$ cat src/rtl/id_inst_queue.sv
// rtl/id_inst_queue.sv - IF/ID instruction buffer with optional empty-queue bypass and head-entry decode slicing
module id_inst_queue #(
    parameter int DEPTH  = 4,
    parameter int XLEN   = 32,
    parameter bit BYPASS = 1'b1
) (
    input  logic                       clk,
    input  logic                       rst,
    input  logic                       enq_valid,
    output logic                       enq_ready,
    input  logic [XLEN-1:0]            enq_pc,
    input  logic [XLEN-1:0]            enq_inst,
    input  logic                       deq_ready,
    input  logic                       flush,
    output logic                       deq_valid,
    output logic [XLEN-1:0]            deq_pc,
    output logic [XLEN-1:0]            deq_inst,
    output logic [6:0]                 opcode,
    output logic [2:0]                 funct3,
    output logic [4:0]                 rd_index,
    output logic [4:0]                 rs1_index,
    output logic [4:0]                 rs2_index,
    output logic [1:0]                 funct7,
    output logic [$clog2(DEPTH+1)-1:0] count
);

    localparam int PW = $clog2(DEPTH);
    localparam int CW = $clog2(DEPTH+1);

    logic [XLEN-1:0] pc_mem   [DEPTH];
    logic [XLEN-1:0] inst_mem [DEPTH];

    logic [PW-1:0] rd_ptr_q, rd_ptr_d;
    logic [PW-1:0] wr_ptr_q, wr_ptr_d;
    logic [CW-1:0] count_q, count_d;

    logic empty;
    logic full;
    logic bypass_hit;
    logic pass_through;
    logic enq_fire;
    logic deq_fire;
    logic mem_wr;
    logic mem_rd;
    logic [XLEN-1:0] head_pc;
    logic [XLEN-1:0] head_inst;

    assign empty     = (count_q == '0);
    assign full      = (count_q == CW'(DEPTH));
    assign enq_ready = !full;

    // An empty queue with BYPASS presents the incoming entry as the head.
    assign bypass_hit = BYPASS && empty && enq_valid && !flush;
    assign deq_valid  = !flush && (!empty || bypass_hit);

    assign enq_fire = enq_valid && enq_ready && !flush;
    assign deq_fire = deq_valid && deq_ready;

    // A bypassed entry consumed in the same cycle never touches storage.
    assign pass_through = bypass_hit && deq_ready;
    assign mem_wr       = enq_fire && !pass_through;
    assign mem_rd       = deq_fire && !pass_through;

    assign head_pc   = empty ? enq_pc   : pc_mem[rd_ptr_q];
    assign head_inst = empty ? enq_inst : inst_mem[rd_ptr_q];

    assign deq_pc   = deq_valid ? head_pc   : '0;
    assign deq_inst = deq_valid ? head_inst : '0;

    assign opcode    = deq_inst[6:0];
    assign funct3    = deq_inst[14:12];
    assign rd_index  = deq_inst[11:7];
    assign rs1_index = deq_inst[19:15];
    assign rs2_index = deq_inst[24:20];
    assign funct7    = {deq_inst[30], deq_inst[25]};

    assign count = count_q;

    always_comb begin
        rd_ptr_d = rd_ptr_q;
        wr_ptr_d = wr_ptr_q;
        count_d  = count_q;
        if (flush) begin
            rd_ptr_d = '0;
            wr_ptr_d = '0;
            count_d  = '0;
        end else begin
            if (mem_wr) begin
                wr_ptr_d = wr_ptr_q + PW'(1);
            end
            if (mem_rd) begin
                rd_ptr_d = rd_ptr_q + PW'(1);
            end
            case ({mem_wr, mem_rd})
                2'b10:   count_d = count_q + CW'(1);
                2'b01:   count_d = count_q - CW'(1);
                default: count_d = count_q;
            endcase
        end
    end

    always_ff @(posedge clk or negedge rst) begin
        if (!rst) begin
            rd_ptr_q <= '0;
            wr_ptr_q <= '0;
            count_q  <= '0;
        end else begin
            rd_ptr_q <= rd_ptr_d;
            wr_ptr_q <= wr_ptr_d;
            count_q  <= count_d;
        end
    end

    // Storage is never visible unless count covers it, so it carries no reset.
    always_ff @(posedge clk) begin
        if (mem_wr) begin
            pc_mem[wr_ptr_q]   <= enq_pc;
            inst_mem[wr_ptr_q] <= enq_inst;
        end
    end

endmodule

$ cat config.mk
export PLATFORM = sky130hd
export DESIGN_NAME = id_inst_queue
export DESIGN_NICKNAME = d
export VERILOG_FILES = /design/src/rtl/id_inst_queue.sv
export SDC_FILE = /design/constraint.sdc
export NUM_CORES = 1
export LEC_CHECK = 0
export BUFFER_PORTS_ARGS = -buffer_cell sky130_fd_sc_hd__buf_2
export CORE_UTILIZATION = 30
export DETAILED_ROUTE_END_ITERATION = 8
export PLACE_DENSITY_LB_ADDON = 0.05
export SLEW_MARGIN = 20
export SYNTH_ARGS = -nofsm -noshare
export SYNTH_HDL_FRONTEND = slang
export SYNTH_SLANG_ARGS = --single-unit
$ cat constraint.sdc
create_clock -name clk -period 2.09 [get_ports clk]
set_input_delay 0.3135 -clock clk [delete_from_list [all_inputs] [get_ports clk]]
set_output_delay 0.3135 -clock clk [all_outputs]
set_load 0.02 [all_outputs]
# Word-level counts from Yosys, hierarchy flattened
# Memory sizes are Yosys's and may differ from the RTL's.
# Cells that the tools add are included.
[totals] register_bits=7 mem_bits_rw=256 in_bits=69 output_inout_bits=96 wordCells=42 mem_count=2
[mem_list] memory="inst_mem" depth=4 word_bits=32 rd=1 rd_ports_with_merged_regs=0 wr=1 line_no="31" source="logic [XLEN-1:0] inst_mem [DEPTH];"
[mem_list] memory="pc_mem" depth=4 word_bits=32 rd=1 rd_ports_with_merged_regs=0 wr=1 line_no="30" source="logic [XLEN-1:0] pc_mem [DEPTH];"
[classes] add_sub_neg=4 n_eq_ne=3 mux=12 reduce_logical=18
[ops] cell="32-bit 2-to-1 mux" count=4
[ops] cell="1-bit logical AND" count=9
[ops] cell="2-bit 2-to-1 mux" count=4
[ops] cell="3-bit one-hot mux with 2 select lines" count=1
[ops] cell="2-bit by 1-bit adder with 2-bit output, second input constant" count=2
[ops] cell="1-bit logical NOT" count=4
[ops] cell="2-bit nonzero test" count=2
[ops] cell="3-bit by 1-bit adder with 3-bit output, second input constant" count=1
[ops] cell="3-bit equality test, second input constant" count=1
[ops] cell="3-bit logical NOT" count=1
[ops] cell="3-bit 2-to-1 mux" count=1
[ops] cell="3-bit nonzero test" count=1
[ops] cell="3-bit by 1-bit subtractor with 3-bit output, second input constant" count=1
[ops] cell="2-bit by 1-bit equality test with 1-bit output, second input constant" count=1
[ops] cell="2-bit equality test, second input constant" count=1
[ops] cell="1-bit 2-to-1 mux" count=2
[ops] cell="1-bit logical OR" count=1

# Logic depth before layout (Yosys ltp)
[depth] word_depth=10 ltp_mapped=10 ltp_nobuf=8

# Worst setup path before layout
# No wires, ideal clock.
[synth_timing] path_kind="reg-to-output" start="reg count_q[0] (netlist: count[0])" end="out funct3[0]" arrival_time_ps=2003 path_slack_ps=-226 path_stages_with_launch=8 path_cell_list="dfrtp_1 or3_1 buf_4 buf_2 clkbuf_1 nand2_1 a21oi_1 buf_4"
[synth_between] elab_chain_len=6 word_cells_on_any_way=8 classes_between="mux (2); reduce/logical (6)"
[synth_lines] item="start, declared" line_no="35" source="logic [CW-1:0] count_q, count_d;"
[synth_lines] item="start signal, assigned" line_no="110" source="count_q <= count_d;"
[synth_lines] item="3-bit logical NOT (*)" line_no="48" source="assign empty = (count_q == '0);"
[synth_lines] item="1-bit logical AND (2 in a row)" line_no="53" source="assign bypass_hit = BYPASS && empty && enq_valid && !flush;"
[synth_lines] item="1-bit logical OR" line_no="54" source="assign deq_valid = !flush && (!empty || bypass_hit);"
[synth_lines] item="1-bit logical AND" line_no="54"
[synth_lines] item="32-bit 2-to-1 mux (*)" line_no="68" source="assign deq_inst = deq_valid ? head_inst : '0;"
[synth_lines] item="end, declared" line_no="19" source="output logic [2:0] funct3,"
# Every way passes the cells marked *; elsewhere a longest branch is shown, timed or not.

# Worst setup path after layout
[layout_timing] start="reg count_q[0] (netlist: count[0])" end="out deq_inst[24]"
[layout_between] elab_chain_len=6 word_cells_on_any_way=8 classes_between="mux (2); reduce/logical (6)"
[layout_lines] item="3-bit logical NOT (*)" line_no="48"
[layout_lines] item="1-bit logical AND (2 in a row)" line_no="53"
[layout_lines] item="1-bit logical OR" line_no="54"
[layout_lines] item="1-bit logical AND" line_no="54"
[layout_lines] item="32-bit 2-to-1 mux (*)" line_no="68"
[layout_lines] item="end, declared" line_no="17" source="output logic [XLEN-1:0] deq_inst,"
# Marks and branches as above.

==> out/results.tsv <==
metric	value	unit
synthesized net count	705	
final hold violation count	0	
clk sinks	263	
fmax	390	MHz
total routed wirelength	29.2	mm
CTS Buffer Depth	3	
clock power share	0.244	
library cells used by synthesis	33	
Comb pwr share	0.438	
largest family of logic cells by synthesized area	multiplexers	
RSZ-0062 raised after global routing	true	
antenna cells	0	
RD Place Congestion	0.719	
#FFs+latches synth	263	
Final min period	2.57	ns
Synth top area share	0.706	
Seq pwr share	0.318	
CTS Buf Count	28	
Top FF cell, synth	edfxtp_1	
total power draw	0.0193	W
Die Y	192	µm
wire length per cell	21.9	µm
Die Wd	192	µm
Simple-Gate Fraction of Synth Area	0.0569	
CTS tree	yes	
Vias per Instance	4.80	
GRT met1 Usage	0.205	
Pwr per Cell Area	1250	nW/µm²
Worst Path Max Fanout	8	
synthesized instance count	631	
Antenna Nets Post-Route	0	
Min-Delay Path Class	in -> reg	
post-synthesis sequential area ratio	0.722	
crit path launch type	flop	
GRT overflow	0	
share of cells above drive strength 1	0.515	
initial antenna violation count	1	
GRT Util Overall	0.151	
Critical Path RT	1.78	ns
reg2reg start	count[1]$_DFFE_PN0P_	
Rel. slew slack	0.684	
Peak VDD IR	0.656	mV
Net Switching	0.00666	W
detailed-router iteration count before antenna repair	8	
Final period util	1.23	
first-pass GRT wire length	41.3	mm
Worst-Skew Late Latency	0.54	ns
total of max-cap violations	0	
number of enable flip-flop cells after synthesis	256	
Worst Hold Depth	1	
Most Used Layer, Global Route	met2	
die area	37000	µm²
Initial Utilization	0.305	
Avg Cell Area, Syn	17.2	µm²
Reg2Reg Setup Slack	0.01	ns
IO Port Bufs	164	
number of global-route vias before repair	6697	
cell taking the most area after synthesis	edfxtp_1	
Root Buffer Master	clkbuf_16	
GRT met3 Usage	0.0218	
Int Power	0.0126	W
via count	6404	
final setup margin	-0.475	ns
# rows	69	
pin count of the biggest net entering global routing	42	
final setup vio count	92	
status	finished, violations left	
Slew @ Worst Pin	0.474	ns
Worst Reg-to-Reg Cells	7	
final-layout fill cell count	3200	
CP endpoint	deq_inst[24]	
sw frac	0.345	
synth top area cells	edfxtp_1, mux4_2, nand2_1	
Core ar.	35700	µm²
Area Overhead vs Synth	42.3	%
Slew Viols, Final	0	
failing checks	DRC, setup timing	
Compound-Gate Fraction of Synth Area	0.0352	
IO Count	165	
Async S/R FF share, synth	0.0266	
Yosys Warn Count	0	
H-Tree Depth	1	
Clk pin slew, worst setup/hold paths	0.06	ns
Mapped Area	10900	µm²
Worst Setup End Kind	output pin	
DR iter-0 viols	296	
Final Skew	0.00880	ns
Nets	927	
adder-cell area share of the yosys netlist	0.00644	
crit path DAT	2.25	ns
grt met2 use	0.255	
post-synthesis mux area share	0.136	
dpl hpwl	15.5	mm
DRC	14	
leakage power total	5.28	nW
xor/xnor cell area share of the yosys netlist	0.00414	
RR Endpoint	count[2]$_DFFE_PN0P_	
Worst Setup Path Type	reg -> out	
placed cell areas	12500	µm²
Finished Cell Area	15500	µm²
CP Launch Point	count[0]$_DFFE_PN0P_	
-- worst min path at each step --
stage / start / slack, ns / endpoint
6_report: enq_pc[7] / 0.02 / pc_mem[3][7]$_DFFE_PP_
5_1_grt: enq_pc[7] / 0.007 / pc_mem[1][7]$_DFFE_PP_
4_1_cts: enq_inst[16] / 0.001 / inst_mem[1][16]$_DFFE_PP_
3_5_place_dp: rst / 0.17 / count[2]$_DFFE_PN0P_
3_3_place_gp: rst / 0.17 / count[2]$_DFFE_PN0P_
2_1_floorplan: rst / 0.02 / count[0]$_DFFE_PN0P_
-- cell families (layout without fill, tap and decap cells) --
logic type	Yosys count	count (layout)
compound gates	71	71
simple gates	152	152
xor+xnor	3	3
mux	67	67
fa+ha+maj	5	5
flops	263	263
buf+inv	70	313
-- per-stage QoR --
step	utilization	std cells	TNS [ns]	hold slack (ns)	worst slack, ns
after detailed placement	0.351	1227	-4.51	0.174	-0.150
after floorplan	-	631	-32.42	0.0179	-0.125
final	0.434	1335	-38.43	0.0239	-0.475
after global routing	0.434	1335	-45.52	0.00705	-0.562
after CTS	0.409	1331	-43.29	0.00106	-0.517
after global placement	0.351	1227	-1.96	0.170	-0.0709
-- repair_timing --
item	in CTS	in global routing
setup endpoints to repair	93	93
pin swaps	14	37
hold buffers	29	0
buffers inserted	14	6
cloned	10	5
endpoints found under the hold margin	116	0
resized for setup	125	216
-- cell usage after synthesis (4+ instances only) --
cell type	count
a21oi_1	65
and2_2	4
buf_2	17
buf_4	34
clkbuf_1	12
dfrtp_1	7
edfxtp_1	256
ha_1	4
inv_1	4
mux4_2	64
nand2_1	130
nand3_1	4
nor2_1	6
-- layout by cell type, fill, tap and decap left out, drive strengths merged, types with 2 or more instances in the layout --
cell type    netlist  final
ha                 4      4
nor3               3      3
nor2               6      6
clkinv             0     14
nand2            131    131
xor2               3      3
nand3              4      4
and2               4      4
mux2i              2      2
dlygate4sd3        0     29
inv                5      5
dfrtp              7      7
a21oi             65     65
clkbuf            12     40
bufinv             0      2
mux4              64     64
edfxtp           256    256
buf               53    223
-- flip-flops by register name (all words and copies together), names as in the netlist --
signal	flops
inst_mem	128
count	3
pc_mem	128
rd_ptr_q	2
wr_ptr_q	2
-- layer usage --
metal / wire length [µm] / vias to the layer above / part of all wire
li1: - / 2854 / -
met1: 13300 / 3345 / 0.45
met2: 14200 / 161 / 0.49
met3: 1050 / 42 / 0.036
met4: 633 / 2 / 0.022
met5: 12 / - / 0.00041
-- area by class of cell --
class / count / area [µm²] / share of cell area
clock buffers: 35 / 748 / 0.0483
well taps: 461 / 577 / 0.0373
clock inverters: 16 / 121 / 0.00784
flip-flops and latches: 263 / 7870 / 0.509
inverters: 5 / 21.3 / 0.00137
multi-input cells: 298 / 3450 / 0.223
repair buffers: 257 / 2690 / 0.174
-- power groups by stage --
stage	combinational (W)	sequential (W)	clock (W)
floorplan	0.00372	0.00627	0
global placement	0.00545	0.00625	0
detailed placement	0.00547	0.00626	0
CTS	0.00724	0.00613	0.00486
global route	0.00898	0.00615	0.00505
finish	0.00845	0.00614	0.00470
-- worst max-delay path, cell delays in order, from the launching register on --
cell and delay (ns):
dfrtp_2 0.41, buf_6 0.12, buf_6 0.12, nor3_4 0.20, buf_6 0.19, buf_12 0.12, clkbuf_16 0.18, nand2_4 0.05
a21oi_2 0.15, buf_4 0.16
No activity file was read; power rests on OpenSTA's default activity.
